### src/rtl/gticc_qpll_reset_ctrl.sv
// QPLL reset initiator for the GTXE2 common block: timed reset pulse, lock-stability wait, retry, fail.
// Define GTICC_LOCKLOSS_CNT_EN to build the saturating lock-loss event counter.
module gticc_qpll_reset_ctrl #(
  parameter int unsigned RESET_PULSE_CYCLES  = 32,
  parameter int unsigned LOCK_TIMEOUT_CYCLES = 100000,
  parameter int unsigned STABLE_CYCLES       = 1024,
  parameter int unsigned MAX_RETRIES         = 3,
  parameter int unsigned AUTO_START          = 1
) (
  input  logic        clk,
  input  logic        resetn,
  input  logic        start,
  input  logic        qpll_resetdone,
  output logic        qpll_reset,
  output logic        ready,
  output logic        fail,
  output logic        busy,
  output logic [3:0]  attempt,
  output logic [15:0] lockloss_cnt
);

  localparam int unsigned PW = $clog2(RESET_PULSE_CYCLES + 1);
  localparam int unsigned TW = $clog2(LOCK_TIMEOUT_CYCLES + 1);
  localparam int unsigned SW = $clog2(STABLE_CYCLES + 1);

  typedef enum logic [2:0] {
    S_IDLE,
    S_ASSERT_RST,
    S_WAIT_LOCK,
    S_STABLE,
    S_READY,
    S_FAIL
  } state_t;

  state_t        state, state_n;
  logic [PW-1:0] pulse_cnt, pulse_cnt_n;
  logic [TW-1:0] tmo_cnt, tmo_cnt_n;
  logic [SW-1:0] stable_cnt, stable_cnt_n;
  logic [3:0]    attempt_n;
  logic          qpll_reset_n, ready_n, fail_n, busy_n;
  logic          new_seq, retry;
  logic          rd_meta, lock_s;

  // Two-flop synchronizer for the asynchronous resetdone
  always_ff @(posedge clk or negedge resetn) begin
    if (!resetn) begin
      rd_meta <= 1'b0;
      lock_s  <= 1'b0;
    end else begin
      rd_meta <= qpll_resetdone;
      lock_s  <= rd_meta;
    end
  end

  always_ff @(posedge clk or negedge resetn) begin
    if (!resetn) begin
      state      <= S_IDLE;
      pulse_cnt  <= '0;
      tmo_cnt    <= '0;
      stable_cnt <= '0;
      attempt    <= '0;
      qpll_reset <= 1'b1;
      ready      <= 1'b0;
      fail       <= 1'b0;
      busy       <= 1'b0;
    end else begin
      state      <= state_n;
      pulse_cnt  <= pulse_cnt_n;
      tmo_cnt    <= tmo_cnt_n;
      stable_cnt <= stable_cnt_n;
      attempt    <= attempt_n;
      qpll_reset <= qpll_reset_n;
      ready      <= ready_n;
      fail       <= fail_n;
      busy       <= busy_n;
    end
  end

  always_comb begin
    state_n      = state;
    pulse_cnt_n  = pulse_cnt;
    tmo_cnt_n    = tmo_cnt;
    stable_cnt_n = stable_cnt;
    attempt_n    = attempt;
    new_seq      = 1'b0;
    retry        = 1'b0;

    case (state)
      S_IDLE: new_seq = (AUTO_START != 0) || start;
      S_ASSERT_RST: begin
        if (pulse_cnt == PW'(RESET_PULSE_CYCLES - 1)) state_n = S_WAIT_LOCK;
        else pulse_cnt_n = pulse_cnt + PW'(1);
      end
      // stable_cnt is zero in WAIT_LOCK, so both states share the run-length logic
      S_WAIT_LOCK, S_STABLE: begin
        tmo_cnt_n = tmo_cnt + TW'(1);
        if (!lock_s) begin
          state_n      = S_WAIT_LOCK;
          stable_cnt_n = '0;
        end else if (stable_cnt == SW'(STABLE_CYCLES - 1)) begin
          state_n      = S_READY;
          stable_cnt_n = SW'(STABLE_CYCLES);
        end else begin
          state_n      = S_STABLE;
          stable_cnt_n = stable_cnt + SW'(1);
        end
        if (state_n != S_READY && tmo_cnt == TW'(LOCK_TIMEOUT_CYCLES - 1)) begin
          if (32'(attempt) <= MAX_RETRIES) retry = 1'b1;
          else state_n = S_FAIL;
        end
      end
      S_READY: new_seq = !lock_s || start;
      S_FAIL:  new_seq = start;
      default: state_n = S_IDLE;
    endcase

    // Common entry into a reset pulse
    if (new_seq || retry) begin
      state_n      = S_ASSERT_RST;
      pulse_cnt_n  = '0;
      tmo_cnt_n    = '0;
      stable_cnt_n = '0;
      if (new_seq)               attempt_n = 4'd1;
      else if (attempt != 4'hF)  attempt_n = attempt + 4'd1;
    end

    qpll_reset_n = (state_n == S_IDLE) || (state_n == S_ASSERT_RST) || (state_n == S_FAIL);
    ready_n      = (state_n == S_READY);
    fail_n       = (state_n == S_FAIL);
    busy_n       = (state_n == S_ASSERT_RST) || (state_n == S_WAIT_LOCK) || (state_n == S_STABLE);
  end

`ifdef GTICC_LOCKLOSS_CNT_EN
  logic lockloss_ev;
  assign lockloss_ev = (state == S_READY) && !lock_s;

  always_ff @(posedge clk or negedge resetn) begin
    if (!resetn) lockloss_cnt <= '0;
    else if (lockloss_ev && lockloss_cnt != 16'hFFFF) lockloss_cnt <= lockloss_cnt + 16'd1;
  end
`else
  assign lockloss_cnt = 16'h0000;
`endif

endmodule
### config.mk
export PLATFORM = sky130hd
export DESIGN_NAME = gticc_qpll_reset_ctrl
export DESIGN_NICKNAME = d
export VERILOG_FILES = /design/src/rtl/gticc_qpll_reset_ctrl.sv
export SDC_FILE = /design/constraint.sdc
export NUM_CORES = 1
export LEC_CHECK = 0
export ABC_CLOCK_PERIOD_IN_PS = 4200
export BUFFER_PORTS_ARGS = -buffer_cell sky130_fd_sc_hd__buf_2
export CORE_ASPECT_RATIO = 1.75
export CORE_MARGIN = 2
export CORE_UTILIZATION = 63
export CTS_CLUSTER_DIAMETER = 60
export DETAILED_ROUTE_END_ITERATION = 6
export PLACE_DENSITY = 0.86
export RECOVER_POWER = 25
export SLEW_MARGIN = 20
export SYNTH_ARGS = -nofsm -noshare
export SYNTH_HDL_FRONTEND = slang
export SYNTH_SLANG_ARGS = --single-unit
### constraint.sdc
create_clock -name clk -period 4.2 [get_ports clk]
set_clock_uncertainty 0.1 [all_clocks]
set_input_delay 0.42 -clock clk [delete_from_list [all_inputs] [get_ports clk]]
set_output_delay 0.42 -clock clk [all_outputs]
set_load 0.01 [all_outputs]
# Yosys cells after proc, flatten, opt, wreduce, memory -nomap -nowiden
# Index checks and enable logic that the tools add are counted.
# word_totals
wordCells	72
register_bits	47
out_inout_bits	24
in_bits	4
# op_classes
n_reduce_logical	17
eq_ne	16
n_addsub	4
n_mux	23
magnitude_cmp	1
# op_table
op	n
11-bit two-way mux	4
17-bit two-way mux	2
3-bit two-way mux	7
6-bit two-way mux	3
17-bit by 1-bit adder with 17-bit output, second input constant	1
17-bit == test, second input constant	1
3-bit by 2-bit == test with 1-bit output, second input constant	4
3-bit == test, second input constant	4
11-bit by 1-bit adder with 11-bit output, second input constant	1
11-bit by 10-bit == test with 1-bit output, second input constant	1
3-bit one-hot mux with 3 select lines	1
4-bit two-way mux	2
6-bit by 1-bit adder with 6-bit output, second input constant	1
3-bit by 1-bit == test with 1-bit output, second input constant	2
6-bit by 5-bit == test with 1-bit output, second input constant	1
3-bit logical NOT	2
1-bit logical OR	6
2-bit nonzero test	3
4-bit by 1-bit adder with 4-bit output, second input constant	1
4-bit by 2-bit less-or-equal comparator with 1-bit output, second input constant	1
4-bit != test, second input constant	1
2-bit AND reduction	2
1-bit two-way mux	3
3-bit != test, second input constant	1
6 further kinds	6

# Longest topological paths before layout
# logic_depth
depth_word	13
depth_mapped	7
ltp_nobuf	6

# Worst setup path after synthesis
# Ideal clock, no wire load.
# synth_timing
path_kind	flip-flop to flip-flop
start	reg tmo_cnt[0]
end	reg stable_cnt[3]
slack_ns	2.311
period_less_slack_ns	1.889
n_path_buf	1
setup_time_ns	0.121
arrival_ns	1.668
required_time_ns	3.979
stages_incl_launch_ff	8
path_cell_list	dfrtp_1 > ha_1 > and4b_1 > nand4_1 > o31ai_2 > buf_6 > o31ai_1 > a22o_1
# synth_between
elab_chain_cells	6
word_cells_on_any_way	7
classes_between	eq/ne (1); mux (3); reduce/logical (3)
# synth_rtl
element	line	source
start, declared	37	logic [TW-1:0] tmo_cnt, tmo_cnt_n;
start signal, assigned	69	tmo_cnt <= tmo_cnt_n;
17-bit == test (*)	107	if (state_n != S_READY && tmo_cnt == TW'(LOCK_TIMEOUT_CYCLES - 1)) begin
1-bit logical AND (*)	107	
1-bit two-way mux (*)	107	
1-bit two-way mux (*)	88	case (state)
1-bit logical OR (*)	118	if (new_seq || retry) begin
11-bit two-way mux or 2-bit nonzero test (tied branches)	n/a	
end signal, assigned	70	stable_cnt <= stable_cnt_n;
end, declared	38	logic [SW-1:0] stable_cnt, stable_cnt_n;
# Mark *: on every way between the ends. The rest lies on a longest branch, timed or not.
# A chain may end at the register's enable or synchronous reset.

# Worst setup path after layout
# layout_timing
start	reg tmo_cnt[0]
end	reg stable_cnt[0]
# Same word-level chain as after synthesis.

==> metrics <==
outcome complete, but fails checks; failing checks max-capacitance violations, max-slew violations; initial antenna violation count 0; pre-CTS setup slack 1.70 ns; clk sinks 47; Max Clock Freq between 400 and 500 MHz; Final Non-Filler Cells ~320; CTS tree yes; IO buf count 11; CTS HTree Levels 2; Setup crit start kind register; clock tree buffer depth 2; PwrDens ~520 nW/um2; global placement routability congestion slightly above 0.9; setup violators final 0; Worst Tran Pin Value 2.44 ns; worst hold path class in -> reg; CP required 4.30 ns; r2r startpoint tmo_cnt[0]; R2R Path End stable_cnt[0]; number of global-route vias before repair between 1500 and 2000; drt total wl roughly 5 mm; vias post-DR between 1500 and 2000; drt wl/cell 16.2 um; Reg clk slew, reported paths roughly 0.090 ns; EDFF count, synth 0; r2r setup slk 1.70 ns; setup TNS 0 ns; share of cells above drive strength 1 between 10% and 20%; most frequent cells in the layout 46 x dfrtp_1, 29 x nor2_1, 24 x nand2_1; cts bufs inserted 5; count of cells resized by post-cts repair 0; PnR worst setup slack approximately 1.7 ns; unrepaired setup endpoints after global routing false; Distinct cells, synth 60; Worst Path Max Fanout 19; maximum VDD drop roughly 340 uV; ranking of synthesized cells by area dfrtp_1 44%, buf_4 5.7%, nor2_1 4.2%; Async S/R FF share, synth 100%; n_diodes 0; yosys warns 0; area grow syn2layout 4.26%; Rows 31; fin area around 2700 um2; Post-Synthesis Cells 259; largest net degree at the start of global routing between 40 and 50; Root Buffer clkbuf_8; worst setup path startpoint tmo_cnt[0]; DP HPWL ~3.7 mm; Final ANT Viol Nets 0; Syn Area/Cell between 10 and 15 um2; top_reg_cell synth dfrtp_1; Die X between 50 and 60 um; period utilization approximately 59%; Chip Height between 80 and 90 um; Area after DPL 2630 um2; most common cell after layout, fill and taps aside dfrtp_1; final net count ~280; Final Hold Viols 0; shortest period the worst path allows between 2 and 2.5 ns; DRT iter0 DRCs 42; R2R depth 6; core footprint ~4000 um2; Pre-Repair DR Iteration Count 4; hold_buf cts 0; top-area cell type share of the netlist area 44.0%; Pins Over Slew Limit 48; Seq cells post-synth 47; io pins 28; setup bufs post-CTS 0; nature of the critical path endpoint register; total track usage about 25%; CP endpoint stable_cnt[0]; GRT overflow 0; Placed Cells 311; cell taking the most area after synthesis dfrtp_1; Util after Layout about two thirds; Die ar. about 4700 um2; worst skew pair latency slightly above 0.3 ns; max-cap viol count 1; DRC 0; leakage between 1 and 1.5 nW; CP Class reg -> reg; routed vias/inst 6.07; Critical Path AT around 2.6 ns; initial core utilization 64.2%; mapped cell area ~2600 um2; sequential area share after synthesis between 40% and 50%; Slew headroom -62.4%; first-pass GRT wire length about 8.6 mm
==> kinds of logic after synthesis <==
kind of cell / Yosys count / share of synthesized area [%]
AOI/OAI and AO/OA: 41 / 12.6
and+or+nand+nor: 116 / 24.9
xor gates and xnor gates: 23 / 7.71
buffers and inverters: 25 / 6.84
DFF: 47 / 45.0
muxes: 2 / 0.814
adders and majority gates: 4 / 1.91
other: 1 / 0.143
==> worst max-delay path, cell delays in order (launching register included) <==
cell	delay, ns
dfrtp_1	0.40
ha_1	0.24
and4b_1	0.23
nand4_1	0.20
o31ai_4	0.75
nor3_2	0.17
mux2_2	0.30
==> metal layers <==
layer	share of wire, %	track usage, %	wire (um)
met5	0	0	0
met2	55	45.5	2830
met1	38	26.3	1970
met4	3.5	12.6	178
met3	3.4	4.68	174
==> registers in the layout (all words and copies together) (netlist names) <==
signal,count
busy,1
state,3
tmo_cnt,17
stable_cnt,11
lock_s,1
fail,1
rd_meta,1
pulse_cnt,6
qpll_reset,1
attempt,4
ready,1
==> how the worst min path moves through the flow <==
| stage | start | to | cells after the start |
|---|---|---|---|
| 2_1_floorplan | resetn | attempt[0] | 0 |
| 3_5_place_dp | rd_meta | lock_s | 0 |
| 4_1_cts | qpll_resetdone | rd_meta | 1 |
| 6_report | qpll_resetdone | rd_meta | 1 |
| 3_3_place_gp | rd_meta | lock_s | 0 |
| 5_1_grt | qpll_resetdone | rd_meta | 1 |
==> through the flow <==
stage / power [mW] / hold slack, ns
floorplan: 1.01 / 0.0244
global placement: 1.10 / 0.233
detailed placement: 1.12 / 0.237
CTS: 1.41 / 0.116
global route: 1.50 / 0.112
finish: 1.41 / 0.123
==> where the power goes <==
group / switching (mW) / internal [mW] / total, mW
Clock: 0.154 / 0.134 / 0.288
Sequential: 0.0803 / 0.532 / 0.612
Combinational: 0.327 / 0.180 / 0.507
Total: 0.561 / 0.846 / 1.41
==> cell type report <==
type | instances | area (um2)
Timing Repair Buffer | 12 | 61.3
Sequential cell | 47 | 1180
Fill cell | 320 | 1350
Clock buffer | 6 | 82.6
Inverter | 1 | 3.75
Tap cell | 49 | 61.3
Multi-Input combinational cell | 202 | 1320
Clock inverter | 2 | 16.3
==> synth_stat cells (3+ instances only) <==
cell,n
dfrtp_1,46
nor2_1,29
nand2_1,24
buf_4,20
xor2_1,12
xnor2_1,11
nand3_1,10
a21oi_1,8
nand4_1,7
o21ai_0,6
and2_1,5
and4_1,5
nor3_1,5
ha_1,4
nor2b_1,4
nor4_1,4
a22o_1,3
and3_1,3
and4b_1,3
o31ai_1,3
Note: power is estimated with default switching activity, not from simulation.
